File: src/rtl/alu_seq.sv
// Registered multi-cycle ALU: one-cycle binary ops, BCD add/subtract one nibble per cycle.
// Handshaked in/out; result and N/Z/C/V/H flags are loaded only on entry to DONE.
module alu_seq #(
   parameter int WIDTH      = 8,
   parameter bit DECIMAL_EN = 1'b1
) (
   input  logic             clk,
   input  logic             rst_n,
   input  logic             in_valid,
   output logic             in_ready,
   input  logic [2:0]       op,
   input  logic [WIDTH-1:0] a,
   input  logic [WIDTH-1:0] b,
   input  logic             carry_in,
   input  logic             decimal,
   output logic             out_valid,
   input  logic             out_ready,
   output logic [WIDTH-1:0] result,
   output logic             c_out,
   output logic             v_out,
   output logic             z_out,
   output logic             n_out,
   output logic             hc_out
);
   localparam int NIB = WIDTH / 4;
   localparam int KW  = (NIB > 1) ? $clog2(NIB) : 1;
   localparam logic [KW-1:0] K_LAST = KW'(NIB - 1);

   localparam logic [2:0] OP_ADD = 3'd0, OP_SUB = 3'd1, OP_AND = 3'd2, OP_OR   = 3'd3,
                          OP_EOR = 3'd4, OP_ROR = 3'd5, OP_ROL = 3'd6, OP_PASS = 3'd7;

   typedef enum logic [1:0] {S_IDLE, S_BIN, S_DEC, S_DONE} state_t;

   // Returns {carry, digit} for one BCD nibble step.
   function automatic logic [4:0] bcd_nibble(input logic sub, input logic [3:0] an,
                                             input logic [3:0] bn, input logic cin);
      logic [4:0] t;
      logic [3:0] bx;
      bx = sub ? ~bn : bn;
      t  = {1'b0, an} + {1'b0, bx} + {4'd0, cin};
      if (sub)
         bcd_nibble = t[4] ? {1'b1, t[3:0]} : {1'b0, 4'(t - 5'd6)};
      else
         bcd_nibble = (t > 5'd9) ? {1'b1, 4'(t + 5'd6)} : {1'b0, t[3:0]};
   endfunction

   state_t           r_state, w_next, w_start;
   logic [2:0]       r_op;
   logic [WIDTH-1:0] r_a, r_b;
   logic             r_cin, r_dcar, r_dhc;
   logic [KW-1:0]    r_k;
   logic [WIDTH-5:0] r_acc, w_acc_nx;

   logic             w_accept, w_is_dec;
   logic [WIDTH-1:0] w_bop, w_bin_r, w_dec_r;
   logic [WIDTH:0]   w_sum;
   logic             w_bin_c, w_bin_v, w_bin_hc;
   logic [3:0]       w_an, w_bn;
   logic [4:0]       w_nib;

   assign in_ready  = (r_state == S_IDLE) | ((r_state == S_DONE) & out_ready);
   assign out_valid = (r_state == S_DONE);
   assign w_accept  = in_valid & in_ready;
   assign w_is_dec  = DECIMAL_EN & decimal & ((op == OP_ADD) | (op == OP_SUB));
   assign w_start   = w_is_dec ? S_DEC : S_BIN;

   always_comb begin
      w_next = r_state;
      case (r_state)
         S_IDLE: if (w_accept) w_next = w_start;
         S_BIN:  w_next = S_DONE;
         S_DEC:  if (r_k == K_LAST) w_next = S_DONE;
         S_DONE: if (out_ready) w_next = w_accept ? w_start : S_IDLE;
         default: w_next = S_IDLE;
      endcase
   end

   // Binary path; its V also serves as the decimal V since operands are held unchanged.
   always_comb begin
      w_bop    = (r_op == OP_SUB) ? ~r_b : r_b;
      w_sum    = {1'b0, r_a} + {1'b0, w_bop} + {{WIDTH{1'b0}}, r_cin};
      w_bin_r  = w_sum[WIDTH-1:0];
      w_bin_c  = w_sum[WIDTH];
      w_bin_v  = (r_a[WIDTH-1] == w_bop[WIDTH-1]) & (w_sum[WIDTH-1] != r_a[WIDTH-1]);
      w_bin_hc = r_a[4] ^ w_bop[4] ^ w_sum[4];
      case (r_op)
         OP_AND:  begin w_bin_r = r_a & r_b; w_bin_c = r_cin; w_bin_v = 1'b0; w_bin_hc = 1'b0; end
         OP_OR:   begin w_bin_r = r_a | r_b; w_bin_c = r_cin; w_bin_v = 1'b0; w_bin_hc = 1'b0; end
         OP_EOR:  begin w_bin_r = r_a ^ r_b; w_bin_c = r_cin; w_bin_v = 1'b0; w_bin_hc = 1'b0; end
         OP_ROR:  begin
            w_bin_r = {r_cin, r_a[WIDTH-1:1]}; w_bin_c = r_a[0]; w_bin_v = 1'b0; w_bin_hc = 1'b0;
         end
         OP_ROL:  begin
            w_bin_r = {r_a[WIDTH-2:0], r_cin}; w_bin_c = r_a[WIDTH-1]; w_bin_v = 1'b0; w_bin_hc = 1'b0;
         end
         OP_PASS: begin w_bin_r = r_a; w_bin_c = r_cin; w_bin_v = 1'b0; w_bin_hc = 1'b0; end
         default: ;
      endcase
   end

   // Decimal digits accumulate from the top of r_acc downward; the last digit joins on DONE entry.
   assign w_an    = 4'(r_a >> {r_k, 2'b00});
   assign w_bn    = 4'(r_b >> {r_k, 2'b00});
   assign w_nib   = bcd_nibble(r_op == OP_SUB, w_an, w_bn, r_dcar);
   assign w_dec_r = {w_nib[3:0], r_acc};

   generate
      if (NIB == 2) begin : g_acc2
         assign w_acc_nx = w_nib[3:0];
      end else begin : g_accn
         assign w_acc_nx = {w_nib[3:0], r_acc[WIDTH-5:4]};
      end
   endgenerate

   always_ff @(posedge clk or negedge rst_n) begin
      if (!rst_n) begin
         r_state <= S_IDLE;
         r_op    <= '0;
         r_a     <= '0;
         r_b     <= '0;
         r_cin   <= 1'b0;
         r_dcar  <= 1'b0;
         r_dhc   <= 1'b0;
         r_k     <= '0;
         r_acc   <= '0;
         result  <= '0;
         c_out   <= 1'b0;
         v_out   <= 1'b0;
         z_out   <= 1'b0;
         n_out   <= 1'b0;
         hc_out  <= 1'b0;
      end else begin
         r_state <= w_next;
         if (w_accept) begin
            r_op   <= op;
            r_a    <= a;
            r_b    <= b;
            r_cin  <= carry_in;
            r_dcar <= carry_in;
            r_k    <= '0;
         end
         if (r_state == S_BIN) begin
            result <= w_bin_r;
            c_out  <= w_bin_c;
            v_out  <= w_bin_v;
            hc_out <= w_bin_hc;
            z_out  <= (w_bin_r == '0);
            n_out  <= w_bin_r[WIDTH-1];
         end
         if (r_state == S_DEC) begin
            r_acc  <= w_acc_nx;
            r_dcar <= w_nib[4];
            r_k    <= r_k + KW'(1);
            if (r_k == '0) r_dhc <= w_nib[4];
            if (r_k == K_LAST) begin
               result <= w_dec_r;
               c_out  <= w_nib[4];
               v_out  <= w_bin_v;
               hc_out <= r_dhc;
               z_out  <= (w_dec_r == '0);
               n_out  <= w_dec_r[WIDTH-1];
            end
         end
      end
   end
endmodule
File: config.mk
export PLATFORM = sky130hd
export DESIGN_NAME = alu_seq
export DESIGN_NICKNAME = d
export VERILOG_FILES = /design/src/rtl/alu_seq.sv
export SDC_FILE = /design/constraint.sdc
export NUM_CORES = 1
export LEC_CHECK = 0
export ABC_AREA = 1
export CAP_MARGIN = 20
export CORE_MARGIN = 5
export CORE_UTILIZATION = 47
export DETAILED_ROUTE_END_ITERATION = 7
export PLACE_DENSITY = 0.73
export SETUP_SLACK_MARGIN = 0.02
export SLEW_MARGIN = 25
export SYNTH_ARGS = -nofsm -noshare
export SYNTH_HDL_FRONTEND = slang
export SYNTH_SLANG_ARGS = --single-unit
File: constraint.sdc
create_clock -name clk -period 3.5 [get_ports clk]
set_input_delay 0.525 -clock clk [delete_from_list [all_inputs] [get_ports clk]]
set_output_delay 0.525 -clock clk [all_outputs]
set_load 0.01 [all_outputs]
==> results of run 1 <==
[flip-flops by register name, summed over array words and instances, names as in the netlist]
signal   flops
c_out        1
r_b          8
r_dcar       1
r_acc        4
r_state      2
v_out        1
r_op         3
result       8
r_a          8
r_k          1
n_out        1
r_cin        1
hc_out       1
z_out        1
r_dhc        1
[cell usage in the layout, fill, tap and decap left out, drive strengths merged]
cell type / instances
or2: 2
dfrtp: 42
clkdlybuf4s50: 38
a31oi: 3
clkbuf: 5
a21oi: 19
a32o: 1
nand2: 143
fa: 4
o21ai: 40
o211ai: 2
nand3b: 2
nand4: 16
ha: 33
nand3: 43
a22oi: 1
nor4: 1
o21a: 1
nor2: 46
clkinvlp: 1
bufinv: 1
o22ai: 4
nor3: 3
inv: 71
xor2: 12
o221ai: 4
buf: 10
[per-layer routing]
layer	global-route usage (%)	vias to the layer above	routed length (um)
li1	-	1724	-
met1	32.5	1617	4620
met2	37.1	141	4550
met3	2.63	16	653
met4	5.61	0	151
met5	0	-	0
[critical path, cell delays in order, from the launching register on]
cell	delay (ns)
dfrtp_1	0.42
inv_4	0.13
nand2_4	0.13
nor2_8	0.18
xor2_1	0.09
fa_1	0.43
fa_1	0.58
inv_1	0.08
ha_1	0.21
inv_1	0.07
nor2_1	0.04
a21oi_1	0.13
nand2_1	0.11
nand3_2	0.11
nand2_1	0.07
nand2_1	0.07
nand2_1	0.08
nor2_1	0.12
nand2_1	0.07
nand3_1	0.07
[per-stage QoR]
stage | cell area [sq um] | util, % | setup WS, ns
5_1_grt | 4150 | 57.2 | 0.0371
4_1_cts | 4120 | 56.8 | 0.230
3_5_place_dp | 4000 | 55.2 | 0.251
6_report | 4150 | 57.2 | 0.252
3_3_place_gp | 4000 | 55.2 | 0.347
2_1_floorplan | 3520 | - | 0.579
[Yosys cell counts (all sizes together)]
cell    number  area share [%]
a21oi       19             2.7
a22oi        1            0.21
a31oi        3            0.53
a32o         1            0.28
buf          8             1.5
clkbuf       5            0.53
dfrtp       42              30
fa           4             2.3
ha          33              12
inv         70             7.5
nand2      143              16
nand3       43             6.3
nand3b       2            0.43
nand4       16             2.8
nor2        46             5.4
nor3         3            0.57
nor4         1            0.18
o211ai       2            0.43
o21a         1            0.21
o21ai       40             5.7
o221ai       4             1.0
o22ai        4            0.89
or2          2            0.36
xor2        12             3.0
[logic make-up (layout without fill, tap and decap cells)]
family | after synthesis | in the layout | synth area share [%]
buffers and inverters | 83 | 126 | 9.46
XOR/XNOR | 12 | 12 | 2.99
AO/OA/AOI/OAI | 75 | 75 | 12.0
AND/OR/NAND/NOR | 256 | 256 | 31.7
adder cells (fa/ha/maj) | 37 | 37 | 14.0
flip-flops | 42 | 42 | 29.9
[cell type report]
type	count	area [sq um]
clock buffers	5	68.8
clock inverters	3	48.8
fillers	712	3110
inverters	70	265
multi-input cells	380	2130
flip-flops and latches	42	1050
well taps	99	124
repair buffers	48	455
[how the worst min path moves through the flow]
| stage | to | slack [ns] | cells after the start | start |
|---|---|---|---|---|
| 3_3_place_gp | v_out | 0.48 | 1 | v_out |
| 6_report | r_op[0] | 0.20 | 1 | rst_n |
| 3_5_place_dp | hc_out | 0.49 | 2 | hc_out |
| 2_1_floorplan | c_out | 0.23 | 0 | rst_n |
| 5_1_grt | r_op[0] | 0.25 | 1 | rst_n |
| 4_1_cts | r_op[0] | 0.42 | 1 | rst_n |
[timing repair]
item	CTS	global route
resized for setup	0	1
hold buffers	0	0
setup buffers	0	3
setup endpoints to repair	0	5
==> results.md, run 1 <==
- Placed insts: 636
- Reg clk slew, reported paths: 0.09 ns
- Max-cap violation count: 0
- CP Data Arrival Time: 3.49 ns
- Inserted Clock Buffers: 5
- Syn_nets: 567
- Vias in the first global route: 3327
- WHS: 0.203 ns
- Area grow syn2layout: 17.9%
- CTS tree: built
- CTS Buffer Depth: 2
- Final setup vio count: 0
- Number of DRC markers in iteration 0: 237
- Fin cells: 647
- Unrepaired setup endpoints after global routing: no
- R2r setup slk: 0.25 ns
- Fmax: 308 MHz
- Vias post-DR: 3498
- Hold violation total from the final report: 0
- Clk Latency, worst-skew pair: 0.30 ns
- Final Skew: 0.00390 ns
- Measured slew at the worst slew-check pin: 0.825 ns
- Final nets: 609
- Crit path to: z_out
- Reg2reg path depth: 19
- Kind of critical path: flop to flop
- Core Area: 7250 sq um
- Synthesis Warnings: 0
- Mapped Cells: 505
- Post-Syn Area per Cell: 6.96 sq um
- Dpl hpwl: 7780 um
- Drt pass-1 iters: 7
- Starting density of the core: 48.5%
- Initial antenna violation count: 0
- Worst R2R End: z_out
- Post-route ant nets: 0
- Worst min path class: primary input to asynchronous set/reset pin
- Diode count: 0
- CP Data Required Time: 3.74 ns
- Status: finished clean
- # rows: 31
- Share of layout cells above drive strength 1: 6.20%
- Synth Register Bits: 42
- Final Critical Period: 3.25 ns
- Max FO, Critical Path: 11
- GPL Wtd Cong: 0.932
- GRT overflow: 0
- Post-route DRC: 0
- Die Area: 9310 sq um
- Wire per inst: 15.4 um
- Vias per inst: 5.41
- Total Neg Setup Slack: 0 ns
- CTS H-Tree Depth: 2
- Netlist Area Pre-Place: 3520 sq um
- Fin crit share: 92.8%
- WL final: 9970 um
- Post-synthesis cell type count: 35
- Worst reg2reg path startpoint: r_op[1]
- Startpoint class of the critical path: flop
- Buffers on Ports: 39
- Num ports: 40
- Height of the die: 96.5 um
- Total Routing Usage GR: 22.8%
- Crit end category: flop
- Sequential area share after synthesis: 29.9%
- CTS root buf: clkbuf_8
- Die Wd: 96.5 um
- Largest net degree at the start of global routing: 43
- Crit path launch: r_op[1]
- Sink Count: 42
- Max-slew violations: 0
- Max-slew headroom: 45.0%
- First-pass GRT wire length: 16400 um
Power of run 1 is left out: the tool's default activity adds up to more than one toggle a clock period on the data nets, which glitch-free logic cannot reach.
==> inputs of run 2 (changes only) <==
--- a/config.mk
+++ b/config.mk
@@ -8,9 +8,9 @@
 export ABC_AREA = 1
 export CAP_MARGIN = 20
 export CORE_MARGIN = 5
-export CORE_UTILIZATION = 47
+export CORE_UTILIZATION = 40
 export DETAILED_ROUTE_END_ITERATION = 7
-export PLACE_DENSITY = 0.73
+export PLACE_DENSITY = 0.64
 export SETUP_SLACK_MARGIN = 0.02
 export SLEW_MARGIN = 25
 export SYNTH_ARGS = -nofsm -noshare
==> run 2 against run 1 <==
Count of clock-buffer cells in the layout unchanged. First-iteration DRC count up 16%. Clock skew up 0.00091 ns. Hold slack worse by 0.012 ns. Fmax up 1.0%. Via count down 3.1%. Final area down 0.15%. Non-clock buffer count down 2. Critical path depth unchanged. Critical endpoint unchanged. Highest routed layer unchanged.
==> results.md, run 2 (same netlist as run 1, synthesis figures left out) <==
- Reg clk slew, reported paths: 0.10 ns (was 0.09 ns)
- Fin crit share: 91.9% (was 92.8%)
- CTS H-Tree Depth: 2 (unchanged)
- Total Routing Usage GR: 19.1% (was 22.8%)
- Area grow syn2layout: 17.7% (was 17.9%)
- Startpoint class of the critical path: flop (unchanged)
- Num ports: 40 (unchanged)
- Share of layout cells above drive strength 1: 5.86% (was 6.20%)
- Largest net degree at the start of global routing: 43 (unchanged)
- Number of DRC markers in iteration 0: 275 (was 237)
- Crit end category: flop (unchanged)
- Height of the die: 104 um (was 96.5 um)
- Commonest cells after routing, fill and taps aside: 140 x nand2_1, 64 x inv_1, 44 x nor2_1 (unchanged)
- Grt met3 use: 3.05% (was 2.63%)
- Fmax: 311 MHz (was 308 MHz)
- Post-CTS setup repair buffer count: 0 (unchanged)
- Hold violation total from the final report: 0 (unchanged)
- CP Data Arrival Time: 3.46 ns (was 3.49 ns)
- Measured slew at the worst slew-check pin: 0.839 ns (was 0.825 ns)
- Met2 Use GR: 30.5% (was 37.1%)
- Max-cap violation count: 0 (unchanged)
- Vias post-DR: 3388 (was 3498)
- First-pass GRT wire length: 16700 um (was 16400 um)
- Max-slew violations: 0 (unchanged)
- Initial antenna violation count: 0 (unchanged)
- Post-route DRC: 0 (unchanged)
- GRT overflow: 0 (unchanged)
- Kind of critical path: flop to flop (unchanged)
- CTS tree: built (unchanged)
- Dpl hpwl: 8100 um (was 7780 um)
- Starting density of the core: 40.7% (was 48.5%)
- CTS root buf: clkbuf_8 (unchanged)
- Total Neg Setup Slack: 0 ns (unchanged)
- GPL Wtd Cong: 0.937 (was 0.932)
- FILL cells: 894 (was 712)
- Commonest non-fill, non-tap cell in the layout: nand2_1 (unchanged)
- Sink Count: 42 (unchanged)
- Final nets: 607 (was 609)
- Diode count: 0 (unchanged)
- Die Wd: 104 um (was 96.5 um)
- Buffers on Ports: 39 (unchanged)
- Post-route ant nets: 0 (unchanged)
- Worst min path class: primary input to asynchronous set/reset pin (unchanged)
- # rows: 34 (was 31)
- Final Critical Period: 3.22 ns (was 3.25 ns)
- Unrepaired setup endpoints after global routing: no (unchanged)
- CTS Buffer Depth: 2 (unchanged)
- Status: finished clean (unchanged)
- Core Area: 8640 sq um (was 7250 sq um)
- Post-cts sizing count: 0 (unchanged)
- Max FO, Critical Path: 11 (unchanged)
- Final setup vio count: 0 (unchanged)
- Busiest grt layer: met2 (unchanged)
- CP Data Required Time: 3.74 ns (about the same)
- Wire per inst: 15.6 um (was 15.4 um)
- Reg2reg path depth: 19 (unchanged)
- Max-slew headroom: 44.0% (was 45.0%)
- Final Skew: 0.00481 ns (was 0.00390 ns)
- Vias in the first global route: 3283 (was 3327)
- GR Util met1: 26.7% (was 32.5%)
- WL final: 10200 um (was 9970 um)
- Registers with the most flip-flops: r_a (8), r_b (8), result (8) (unchanged)
- Vias per inst: 5.18 (was 5.41)
- Drt pass-1 iters: 5 (was 7)
- Die Area: 10800 sq um (was 9310 sq um)
- Hold_buf cts: 0 (unchanged)
- Clk Latency, worst-skew pair: 0.30 ns (about the same)
- Inserted Clock Buffers: 5 (unchanged)
-- run 2: worst max-delay path, cell delays in order (launching register included) --
cell and delay [ns]:
dfrtp_1 0.40, inv_2 0.18, nand2_4 0.15, nor2_8 0.11
xor2_1 0.08, fa_1 0.41, fa_1 0.58, inv_1 0.08
ha_1 0.21, inv_1 0.06, nor2_1 0.04, a21oi_1 0.15
nand2_1 0.12, nand3_2 0.10, nand2_1 0.06, nand2_1 0.07
nand2_1 0.07, nor2_1 0.12, nand2_1 0.07, nand3_1 0.06
-- run 2: per-layer routing --
layer  vias up  part of all wire, %
met1      1551                   47
met2       110                   46
met3         8                  5.5
li1       1719                    -
met5         -                    0
met4         0                  1.4
-- run 2: cell type report --
| class | instances | area (sq um) | area share [%] |
|---|---|---|---|
| Sequential cell | 42 | 1050 | 25.4 |
| Clock buffer | 5 | 68.8 | 1.66 |
| Multi-Input combinational cell | 380 | 2130 | 51.5 |
| Timing Repair Buffer | 46 | 440 | 10.6 |
| Inverter | 70 | 263 | 6.35 |
| Tap cell | 108 | 135 | 3.26 |
| Clock inverter | 3 | 48.8 | 1.18 |
-- run 2: path summary, 6_finish.rpt --
path	startpoint	to	slack, ns
worst min register to register	v_out	v_out	0.51
max in group asynchronous	rst_n	r_a[7]	2.93
worst max register to register	r_op[1]	z_out	0.28
min in group clk	v_out	v_out	0.51
worst max-delay path	r_op[1]	z_out	0.28
worst min-delay path	rst_n	r_b[4]	0.19
-- run 2: through the flow --
step / setup WS (ns) / hold WS, ns / instances / utilization (%) / area [sq um]
floorplan: 0.579 / 0.229 / 505 / - / 3520
global placement: 0.485 / 0.489 / 646 / 46.6 / 4020
detailed placement: 0.400 / 0.487 / 646 / 46.6 / 4020
CTS: 0.364 / 0.394 / 654 / 47.9 / 4140
global route: 0.0843 / 0.241 / 654 / 47.9 / 4140
finish: 0.284 / 0.191 / 654 / 47.9 / 4140
Power of run 2 is left out for the same reason.
==> inputs of run 3 (changes only) <==
--- a/config.mk
+++ b/config.mk
@@ -9,6 +9,7 @@
 export CAP_MARGIN = 20
 export CORE_MARGIN = 5
 export CORE_UTILIZATION = 40
+export CTS_CLUSTER_SIZE = 16
 export DETAILED_ROUTE_END_ITERATION = 7
 export PLACE_DENSITY = 0.64
 export SETUP_SLACK_MARGIN = 0.02
==> results of run 3 <==
The final DEF is identical to that of run 2; final timing and power are the same.
Power of run 3 is left out for the same reason.
